--- config.mk ---
export PLATFORM = sky130hd
export DESIGN_NAME = game_sequencer
export DESIGN_NICKNAME = d
export VERILOG_FILES = /design/src/rtl/game_pkg.sv /design/src/rtl/frame_delay_counter.sv /design/src/rtl/game_sequencer.sv
export SDC_FILE = /design/constraint.sdc
export NUM_CORES = 1
export LEC_CHECK = 0
export CORE_MARGIN = 3
export CORE_UTILIZATION = 35
export DETAILED_ROUTE_END_ITERATION = 6
export PLACE_DENSITY = 0.54
export SYNTH_ARGS = -nofsm -noshare
export SYNTH_HDL_FRONTEND = slang
export SYNTH_SLANG_ARGS = --single-unit
--- constraint.sdc ---
create_clock -name clk -period 2.25 [get_ports clk]
set_input_delay 0.3375 -clock clk [delete_from_list [all_inputs] [get_ports clk]]
set_output_delay 0.3375 -clock clk [all_outputs]
set_load 0.02 [all_outputs]
--- src/rtl/game_pkg.sv ---
// Shared types and default constants for the brick-breaker game-flow controller.
package game_pkg;

    // Encoding follows listed order; the display overlays decode game_state directly.
    typedef enum logic [2:0] {
        ST_IDLE      = 3'd0,
        ST_SERVE     = 3'd1,
        ST_PLAY      = 3'd2,
        ST_BALL_LOST = 3'd3,
        ST_LEVEL_UP  = 3'd4,
        ST_GAME_OVER = 3'd5,
        ST_GAME_WON  = 3'd6
    } game_state_t;

    localparam int DEF_LIVES        = 3;
    localparam int DEF_NUM_LEVELS   = 4;
    localparam int DEF_PAUSE_FRAMES = 120;

endpackage

--- src/rtl/frame_delay_counter.sv ---
// Counts startOfFrame pulses while not cleared; done pulses on the pulse that reaches COUNT.
module frame_delay_counter
    import game_pkg::*;
#(
    parameter int COUNT = DEF_PAUSE_FRAMES
) (
    input  logic clk,
    input  logic reset,
    input  logic clear,
    input  logic startOfFrame,
    output logic done
);

    localparam logic [7:0] LAST = 8'(COUNT - 1);

    logic [7:0] count_q, count_d;

    // done is combinational so the FSM leaves the pause on the same edge that sees the final frame.
    always_comb begin
        done    = 1'b0;
        count_d = count_q;
        if (clear) begin
            count_d = '0;
        end else if (startOfFrame) begin
            if (count_q == LAST) begin
                done    = 1'b1;
                count_d = '0;
            end else begin
                count_d = count_q + 8'd1;
            end
        end
    end

    always_ff @(posedge clk) begin
        if (reset) count_q <= '0;
        else       count_q <= count_d;
    end

endmodule

--- src/rtl/game_sequencer.sv ---
// Game-flow controller: sequences game phases, tracks lives and level, drives win/lose/restart.
module game_sequencer
    import game_pkg::*;
#(
    parameter int LIVES        = DEF_LIVES,
    parameter int NUM_LEVELS   = DEF_NUM_LEVELS,
    parameter int PAUSE_FRAMES = DEF_PAUSE_FRAMES
) (
    input  logic       clk,
    input  logic       reset,
    input  logic       startOfFrame,
    input  logic       startKey,
    input  logic       ball_missed,
    input  logic       bricks_cleared,
    output logic       restartGame,
    output logic       win,
    output logic       lose,
    output logic       freeze,
    output logic       serve,
    output logic [2:0] lives,
    output logic [1:0] level_idx,
    output logic [2:0] game_state
);

    localparam logic [2:0] LIVES_INIT = 3'(LIVES);
    localparam logic [1:0] LAST_LEVEL = 2'(NUM_LEVELS - 1);

    game_state_t state_q, state_d;
    logic [2:0]  lives_q, lives_d;
    logic [1:0]  level_q, level_d;
    logic        restart_q, restart_d;
    logic        win_q, win_d;
    logic        lose_q, freeze_q, serve_q;
    logic        pause_clear, pause_done;

    // Counter is held clear outside the pauses, so a frame on the entry edge is never counted.
    assign pause_clear = !((state_q == ST_BALL_LOST) || (state_q == ST_LEVEL_UP));

    frame_delay_counter #(.COUNT(PAUSE_FRAMES)) u_pause (
        .clk          (clk),
        .reset        (reset),
        .clear        (pause_clear),
        .startOfFrame (startOfFrame),
        .done         (pause_done)
    );

    always_comb begin
        state_d   = state_q;
        lives_d   = lives_q;
        level_d   = level_q;
        restart_d = 1'b0;
        win_d     = 1'b0;
        case (state_q)
            ST_IDLE, ST_GAME_OVER, ST_GAME_WON: begin
                if (startKey) begin
                    restart_d = 1'b1;
                    lives_d   = LIVES_INIT;
                    level_d   = '0;
                    state_d   = ST_SERVE;
                end
            end
            ST_SERVE: begin
                if (startKey) state_d = ST_PLAY;
            end
            ST_PLAY: begin
                // Level completion wins over a coincident miss.
                if (bricks_cleared) begin
                    if (level_q < LAST_LEVEL) begin
                        win_d   = 1'b1;
                        level_d = level_q + 2'd1;
                        state_d = ST_LEVEL_UP;
                    end else begin
                        state_d = ST_GAME_WON;
                    end
                end else if (ball_missed) begin
                    if (lives_q != 3'd0) lives_d = lives_q - 3'd1;
                    state_d = (lives_q <= 3'd1) ? ST_GAME_OVER : ST_BALL_LOST;
                end
            end
            ST_BALL_LOST, ST_LEVEL_UP: begin
                if (pause_done) state_d = ST_SERVE;
            end
            default: state_d = ST_IDLE;
        endcase
    end

    always_ff @(posedge clk) begin
        if (reset) begin
            state_q   <= ST_IDLE;
            lives_q   <= LIVES_INIT;
            level_q   <= '0;
            restart_q <= 1'b0;
            win_q     <= 1'b0;
            lose_q    <= 1'b0;
            freeze_q  <= 1'b1;
            serve_q   <= 1'b0;
        end else begin
            state_q   <= state_d;
            lives_q   <= lives_d;
            level_q   <= level_d;
            restart_q <= restart_d;
            win_q     <= win_d;
            lose_q    <= (state_d == ST_GAME_OVER);
            freeze_q  <= (state_d != ST_PLAY);
            serve_q   <= (state_d == ST_SERVE);
        end
    end

    assign restartGame = restart_q;
    assign win         = win_q;
    assign lose        = lose_q;
    assign freeze      = freeze_q;
    assign serve       = serve_q;
    assign lives       = lives_q;
    assign level_idx   = level_q;
    assign game_state  = state_q;

endmodule

==> results.ini <==
[setup_path]
critPathLaunchType = register
reg2regPathDepth = 5
crit_path_max_fanout = 4
cp-end-kind = register
worst_ep_arrival_time_ns = 2.13
cp_data_required_time_ns = 2.46
worstPathCellList = ha_1 > nand4bb_1 > or3_1 > a211o_1 > a2111oi_2
worstReg2RegEnd = serve$_SDFF_PP0_
rr_startpoint = u_pause.count_q[0]$_SDFFE_PP0P_
critPathMaxStageDelay_ns = 0.41
ff2ff_setup_slack_ns = 0.33
cp_slowest_cell = dfxtp_1
critPathKind = reg2reg

[clocking]
cts-root-buf = clkbuf_4
cts_made_buffers = 3
clkTransAtPathRegs_ns = 0.12
hold_buffers = 0
clk_latency_ns = 0.30
postCtsSetupRepairBufs = 0
cts_max_level = 1
cts_tree = yes
cts.sinks = 21
clockBufferDepth = 2
cts_resized = 0

[finish]
layout.cells.most_common = dfxtp_1
drive_above_1_share_pct = 7.80
nets = 153
final_cell_mix = dfxtp_1 (21), clkdlybuf4s50_1 (18), nor2_1 (13)
insertedDiodeCount = 0
finalInstanceArea_um2 = 1330
syn_to_final_growth_pct = 22.4

[hold_path]
hold_depth = 2
worstHoldStart = u_pause.count_q[7]$_SDFFE_PP0P_
hold_path.class = reg2reg
hold_end = u_pause.count_q[7]$_SDFFE_PP0P_

[routing]
postRouteAntennaNets = 0
wire_per_inst_um = 12.7
post-route-drc-count = 0
dr.pass1.iters = 4
drt_iter0_markers = 21
vias_per_cell = 5.30
detail_route.wirelength_um = 2190
vias = 911

[sta]
tns_ns = 0
slew_headroom_pct = 69.5
period_minus_slack_ns = 1.92
report.final.slew_viol_count = 0
skew_ns = 0.00437
rsz0062_at_grt = no
worst_pin_slew_ns = 0.452
finalSetupViolCount = 0
finalHoldViolCount = 0
fmax_ghz = 0.521
period_share_pct = 85.3

[placed_design]
dp_hpwl_um = 1700
dpl_cell_area_um2 = 1310
gp_congestion = 0.750
portBuffers = 18

[synth]
synth_warnings = 0
syn_area_um2 = 1090
ys_async_sr_fraction_pct = 0
ys_seq_area_share_pct = 38.6
synth-edff-count = 0
synthFlopType = dfxtp_1
synth-seq-cells = 21
postSynthAreaPerCell_um2 = 9.01
synth_cells = 121
ys_types = 38
syn_nets = 132

[run]
maxCapViolations = 0

[die]
placementRows = 19
dieArea_um2 = 3820
die_height_um = 61.8
ios = 19
start_util_pct = 38.2
coreArea_um2 = 2850
die-width_um = 61.8

[global_route]
grt_start_max_net_pins = 13
grt.total_usage_pct = 13.0
grt.overflow.total = 0
antenna_found_initial = 0
grt_pass1_vias = 848
grt_first_pass_wirelength_um = 3760

[power]
vdd_drop_max_uv = 221
leakage_nw = 0.515
p_per_area_nw_per_um2 = 528

[run_status]
status = completed

Yosys cell counts, types with 2 or more instances:
library cell / number / area share [%]
o21bai_1: 3 / 2.1
xnor2_1: 6 / 4.8
clkbuf_1: 3 / 1.0
a211oi_1: 3 / 2.1
nand3_1: 7 / 3.2
nor2b_1: 4 / 2.3
nor2_1: 13 / 4.5
dfxtp_1: 21 / 39
nor3_1: 5 / 2.3
xor2_1: 4 / 3.2
or3_1: 2 / 1.1
nand2_1: 7 / 2.4
and2_1: 2 / 1.1
o211ai_1: 3 / 2.1
nand4_1: 4 / 2.3
a21oi_1: 2 / 0.92
inv_1: 3 / 1.0
nand3b_1: 2 / 1.4
a211o_1: 2 / 1.6
nand2b_1: 3 / 1.7
ha_1: 5 / 5.7
report_power, final:
part | total [W] | leakage (nW) | internal [W] | switching (W)
Sequential | 0.000401 | 0.170 | 0.000384 | 0.0000169
Clock | 0.000184 | 0.0150 | 0.0000690 | 0.000115
Combinational | 0.000119 | 0.330 | 0.0000573 | 0.0000618
through the flow:
step	setup WS (ns)	cells	utilization, %	hold slack (ns)	total power (W)
after floorplan	0.441	121	-	0.477	0.000481
after global placement	0.271	168	45.8	0.502	0.000530
after detailed placement	0.215	168	45.8	0.512	0.000529
after CTS	0.332	172	46.8	0.544	0.000713
after global routing	0.162	172	46.8	0.563	0.000744
final	0.331	172	46.8	0.535	0.000704
cells by family (layout without fill, tap and decap cells):
kind of cell / count (synthesis) / count (layout) / synth area share [%]
AO/OA/AOI/OAI: 23 / 23 / 17.1
XOR/XNOR: 10 / 10 / 8.04
adder cells (fa/ha/maj): 5 / 5 / 5.74
buffers and inverters: 8 / 28 / 2.87
flip-flops: 21 / 21 / 38.6
multiplexers: 1 / 1 / 0.919
AND/OR/NAND/NOR: 53 / 53 / 26.7
layout make-up:
class,count,area [um^2]
fillers,300,1520
multi-input cells,92,638
flip-flops and latches,21,420
repair buffers,20,195
well taps,31,38.8
clock buffers,4,26.3
inverters,4,15.0
worst max-delay path: cells and delay by family (launching register included):
kind / cells / cell delay (ns)
AND/OR/NAND/NOR: 2 / 0.57
flip-flops: 1 / 0.41
AO/OA/AOI/OAI: 2 / 0.63
adder cells (fa/ha/maj): 1 / 0.22
registers in the layout (all words and copies together), names as in the netlist:
| register | cells |
|---|---|
| freeze | 1 |
| game_state | 3 |
| level_idx | 2 |
| lives | 3 |
| lose | 1 |
| restartGame | 1 |
| serve | 1 |
| u_pause.count_q | 8 |
| win | 1 |
per-layer routing:
layer | GRT usage, % | wire length [um] | up-vias
met5 | 0 | 0 | -
met1 | 18.7 | 1170 | 418
met2 | 19.3 | 918 | 16
met4 | 4.55 | 31 | 0
met3 | 2.69 | 69 | 4
li1 | - | - | 473
worst max path at each step:
stage          slack [ns]                       startpoint                to
3_5_place_dp         0.21                   bricks_cleared  serve$_SDFF_PP0_
4_1_cts              0.33  u_pause.count_q[0]$_SDFFE_PP0P_  serve$_SDFF_PP0_
5_1_grt              0.16  u_pause.count_q[0]$_SDFFE_PP0P_  serve$_SDFF_PP0_
6_report             0.33  u_pause.count_q[0]$_SDFFE_PP0P_  serve$_SDFF_PP0_
2_1_floorplan        0.44            lives[1]$_SDFFE_PP1P_  serve$_SDFF_PP0_
3_3_place_gp         0.27                     startOfFrame  serve$_SDFF_PP0_
Note: power is estimated with default switching activity, not from simulation.
==> edit 1, RTL diff (config.mk and constraints unchanged) <==
Add an input register stage for `startOfFrame`, `startKey`, `ball_missed` and `bricks_cleared`, without a reset; this delays them by one clock.
--- a/src/rtl/game_sequencer.sv
+++ b/src/rtl/game_sequencer.sv
@@ -27,2 +27,14 @@
 
+    logic startOfFrame_q;
+    logic startKey_q;
+    logic ball_missed_q;
+    logic bricks_cleared_q;
+
+    always_ff @(posedge clk) begin
+        startOfFrame_q   <= startOfFrame;
+        startKey_q       <= startKey;
+        ball_missed_q    <= ball_missed;
+        bricks_cleared_q <= bricks_cleared;
+    end
+
     game_state_t state_q, state_d;
@@ -42,3 +54,3 @@
         .clear        (pause_clear),
-        .startOfFrame (startOfFrame),
+        .startOfFrame (startOfFrame_q),
         .done         (pause_done)
@@ -54,3 +66,3 @@
             ST_IDLE, ST_GAME_OVER, ST_GAME_WON: begin
-                if (startKey) begin
+                if (startKey_q) begin
                     restart_d = 1'b1;
@@ -62,3 +74,3 @@
             ST_SERVE: begin
-                if (startKey) state_d = ST_PLAY;
+                if (startKey_q) state_d = ST_PLAY;
             end
@@ -66,3 +78,3 @@
                 // Level completion wins over a coincident miss.
-                if (bricks_cleared) begin
+                if (bricks_cleared_q) begin
                     if (level_q < LAST_LEVEL) begin
@@ -74,3 +86,3 @@
                     end
-                end else if (ball_missed) begin
+                end else if (ball_missed_q) begin
                     if (lives_q != 3'd0) lives_d = lives_q - 3'd1;
Behaviour: not the same (Yosys sat finds a counterexample within 4 cycles, from zero or initial values and one cycle with reset high).
==> edit 1 against the original RTL <==
  * Fmax grew 2.2%
  * Power grew 14%
  * Routed wire length shrank 5.0%
  * Area after synthesis grew 8.3%
  * Final area grew 7.0%
  * Sequential cell count grew 4
  * Combinational power grew 8%
  * Worst setup slack gained 0.041 ns
  * First-iteration DRC count grew 110%
  * Highest routed layer unchanged
==> edit 1: results (changes against the original RTL) <==
status finished clean; Async SR Flop Fraction 0 (unchanged); Placed Cells 184 (+9.5%); Clock transition at path regs about 0.13 ns; WL met3 76 um (+10%); register area share after synthesis 0.424 (+0.0384); Hold EP startOfFrame_q$_DFF_P_; crit-path leading delay family buffers and inverters; R2R Path End serve$_SDFF_PP0_; Hold Path Stages 1 (-1); final core occ 0.456 (-0.0111); DP Worst Slack 0.408 ns (+0.194 ns); post-DP HPWL 1590 um (-6.3%); worst reg-to-reg setup slack 0.39 ns (+0.06 ns); Worst R2R Start u_pause.count_q[4]$_SDFFE_PP0P_; setup bufs post-CTS 0 (unchanged); fraction of layout cells with a size suffix above 1 0.0903 (+0.0123); final hold slack 0.459 ns (-0.0755 ns); drt pass-1 iters 4 (unchanged); Layout fillers 304 (+1.3%); CP arrival 1.54 ns (-0.59 ns); max incr delay on CP 0.68 ns (+0.27 ns); top cells by count, synth 25 x dfxtp_1, 12 x nor2_1, 9 x nand2_1; Total GRT Usage 0.115 (-0.0152); relative slew slack 0.651 (-0.0439); placer's final routability congestion estimate 0.760 (+1.3%); Initial DRC Count 45 (+110%); Final min period 1.88 ns (-0.0412 ns); post-synthesis net count 137 (+3.8%); Placement Cell Area 1400 um^2 (+7.1%); Via Count 910 (-0.11%); Worst Hold Launch startOfFrame; Max FO, Critical Path 11 (+7); Clock Skews 0.00541 ns (+0.00104 ns); Synth area leaders dfxtp_1 42%, ha_1 5.3%, xnor2_1 5.2%; Lkg Pwr 0.537 nW (+4.3%); Syn Area/Cell 9.36 um^2 (+4.0%); top sig layer met4; largest net degree at the start of global routing 15 (+2); routed wire length 2080 um (-5.0%); Met2 Wirelength 921 um (+0.33%); Worst R2R Path Depth 4 (-1); Worst VDD drop 0.296 mV (+34%); Final nets 156 (+2.0%); post-synth cell types 39 (+2.6%); Worst path slowest cell clkdlybuf4s50_1; Hold Crit Class primary input to flop; vias in the first global route 841 (-0.83%); wl on met1 1070 um (-9.0%); first-pass GRT wire length 3770 um (+0.19%); Cell Count, Final, Fillers Out 188 (+9.3%)
==> edit 1: cell types whose count changed in the layout (fill, tap and decap cells not counted), sizes merged, moves of 2 or more <==
cell    unedited run  this run
o211ai             3         1
o21ba              1         3
o21bai             3         0
dfxtp             21        25
nand3              7         5
==> edit 1: cells by family (layout without fill, tap and decap cells) <==
logic type / count (synthesis) / count (layout) / share of synthesized area
multiplexers: 2 / 2 / 0.0170
AND/OR/NAND/NOR: 54 / 54 / 0.250
XOR/XNOR: 10 / 10 / 0.0742
flip-flops: 25 / 25 / 0.424
adder cells (fa/ha/maj): 5 / 5 / 0.0530
buffers and inverters: 8 / 26 / 0.0286
AO/OA/AOI/OAI: 22 / 22 / 0.153
==> edit 1: worst max-delay path by stage <==
stage	from	to
finish	game_state[0]$_SDFF_PP0_	game_state[0]
global route	game_state[0]$_SDFF_PP0_	game_state[0]
CTS	game_state[0]$_SDFF_PP0_	game_state[0]
detailed placement	u_pause.count_q[4]$_SDFFE_PP0P_	serve$_SDFF_PP0_
global placement	u_pause.count_q[0]$_SDFFE_PP0P_	serve$_SDFF_PP0_
floorplan	lives[1]$_SDFFE_PP1P_	serve$_SDFF_PP0_
==> edit 1: power breakdown <==
group | switching (mW) | leakage (nW) | internal (mW)
clock network | 0.123 | 0.0177 | 0.0663
registers | 0.0225 | 0.204 | 0.460
logic | 0.0628 | 0.316 | 0.0664
==> edit 1: per-layer routing <==
metal	up-vias	GRT usage
li1	482	-
met1	415	0.150
met4	0	0.0323
met5	-	0
met3	2	0.0387
met2	11	0.181
==> edit 1: final cells by class <==
type | instances | share of cell area
Timing Repair Buffer | 19 | 0.131
Inverter | 3 | 0.00789
Clock buffer | 3 | 0.0158
Tap cell | 44 | 0.0386
Multi-Input combinational cell | 93 | 0.452
Clock inverter | 1 | 0.00351
Sequential cell | 25 | 0.351
==> edit 2, RTL diff (same settings) <==
Without the edit above. Reset style: asynchronous (`reset`), changed in 2 clocked blocks.
--- a/src/rtl/frame_delay_counter.sv
+++ b/src/rtl/frame_delay_counter.sv
@@ -33,3 +33,3 @@
 
-    always_ff @(posedge clk) begin
+    always_ff @(posedge clk or posedge reset) begin
         if (reset) count_q <= '0;
--- a/src/rtl/game_sequencer.sv
+++ b/src/rtl/game_sequencer.sv
@@ -86,3 +86,3 @@
 
-    always_ff @(posedge clk) begin
+    always_ff @(posedge clk or posedge reset) begin
         if (reset) begin
Behaviour: differs if reset is asserted again (counterexample within 4 cycles, from zero or initial values and one cycle with reset high); with reset held inactive, the same outputs for 10 cycles.
==> edit 2 against the original RTL <==
  * Fmax up 2.0%
  * Via count down 3.4%
  * Clock skew about the same
  * Worst setup slack better by 0.037 ns
  * Highest routed layer unchanged
  * Worst hold slack worse by 0.20 ns
  * Count of clock-buffer cells in the layout unchanged
  * Sequential share of layout area up 5.5 points
  * Area after synthesis up 7.7%
  * Routed wire length up 5.8%
  * Sequential cell count unchanged
  * First-iteration DRC count up 90%
  * Final area up 7.3%
  * Critical path depth down 4
Power is not compared: it rests on default switching activity, and its combinational part moved more than twofold at a synthesized area within 25%.
==> edit 2: results (changes against the original RTL) <==
status finished clean; placer's final routability congestion estimate 0.782 (+4.3%); Setup crit start game_state[2]$_DFF_PP0_; setup slack after layout 0.368 ns (+0.0372 ns); R2R Path End serve$_DFF_PP0_; max incr delay on CP 0.67 ns (+0.26 ns); CP arrival 1.54 ns (-0.59 ns); relative slew slack 0.760 (+0.0654); Final nets 151 (-1.3%); Worst path slowest cell clkdlybuf4s50_1; drt pass-1 iters 5 (+1); top cells by count, synth 18 x dfrtp_1, 13 x nor2_1, 9 x nand2_1; post-DP HPWL 1730 um (+1.7%); Clock Skews 0.00442 ns (+0.0000517 ns); H-tree levels 1 (unchanged); largest net degree at the start of global routing 22 (+9); Total GRT Usage 0.125 (-0.00545); Max FO, Critical Path 12 (+8); Hold Crit Class primary input to async pin; Syn Area/Cell 10.0 um^2 (+11%); WL/cell 12.7 um (-0.57%); register area share after synthesis 0.451 (+0.0652); Worst R2R Path Depth 4 (-1); crit-path leading delay family buffers and inverters; DP Worst Slack 0.287 ns (+0.0722 ns); Placed Cells 179 (+6.5%); Top reg by flops u_pause.count_q; worst reg-to-reg setup slack 0.47 ns (+0.14 ns); Async SR Flop Fraction 1.00 (+1.00); post-synth cell types 41 (+7.9%); first-pass GRT wire length 4020 um (+7.0%); Layout fillers 321 (+7.0%); vias in the first global route 864 (+1.9%); post-synthesis net count 128 (-3.0%); PortBufs 18 (unchanged); Synth area leaders dfrtp_1 38%, dfstp_2 6.7%, ha_1 5.3%; WP buf/inv 1 (+1); Via Count 880 (-3.4%); fraction of layout cells with a size suffix above 1 0.137 (+0.0587); Placement Cell Area 1410 um^2 (+7.5%); Initial DRC Count 40 (+90%); CTS root buffer clkbuf_4; Worst setup endpoint game_state[2]
==> edit 2: cell type report <==
class,instances,area share
Clock buffer,4,0.0184
Sequential cell,21,0.370
Inverter,6,0.0157
Multi-Input combinational cell,87,0.416
Timing Repair Buffer,21,0.142
Tap cell,44,0.0385
==> edit 2: logic make-up after synthesis <==
group,Yosys count,share of synthesized area
adders and majority gates,5,0.0533
buffers and inverters,9,0.0416
xor gates and xnor gates,7,0.0522
and+or+nand+nor,51,0.261
DFF,21,0.451
muxes,1,0.00853
AOI/OAI and AO/OA,23,0.132
==> edit 2: tightest hold or removal path: stages <==
cell	delay (ns)
clkdlybuf4s50_1	0.39
inv_1	0.05
buf_4	0.27
==> edit 2: per-layer routing <==
| layer | share of wire | GRT usage | routed length [um] |
|---|---|---|---|
| met2 | 0.46 | 0.192 | 1060 |
| met3 | 0.046 | 0.0439 | 106 |
| met1 | 0.49 | 0.166 | 1130 |
| met5 | 0 | 0 | 0 |
| met4 | 0.0078 | 0.0323 | 18 |
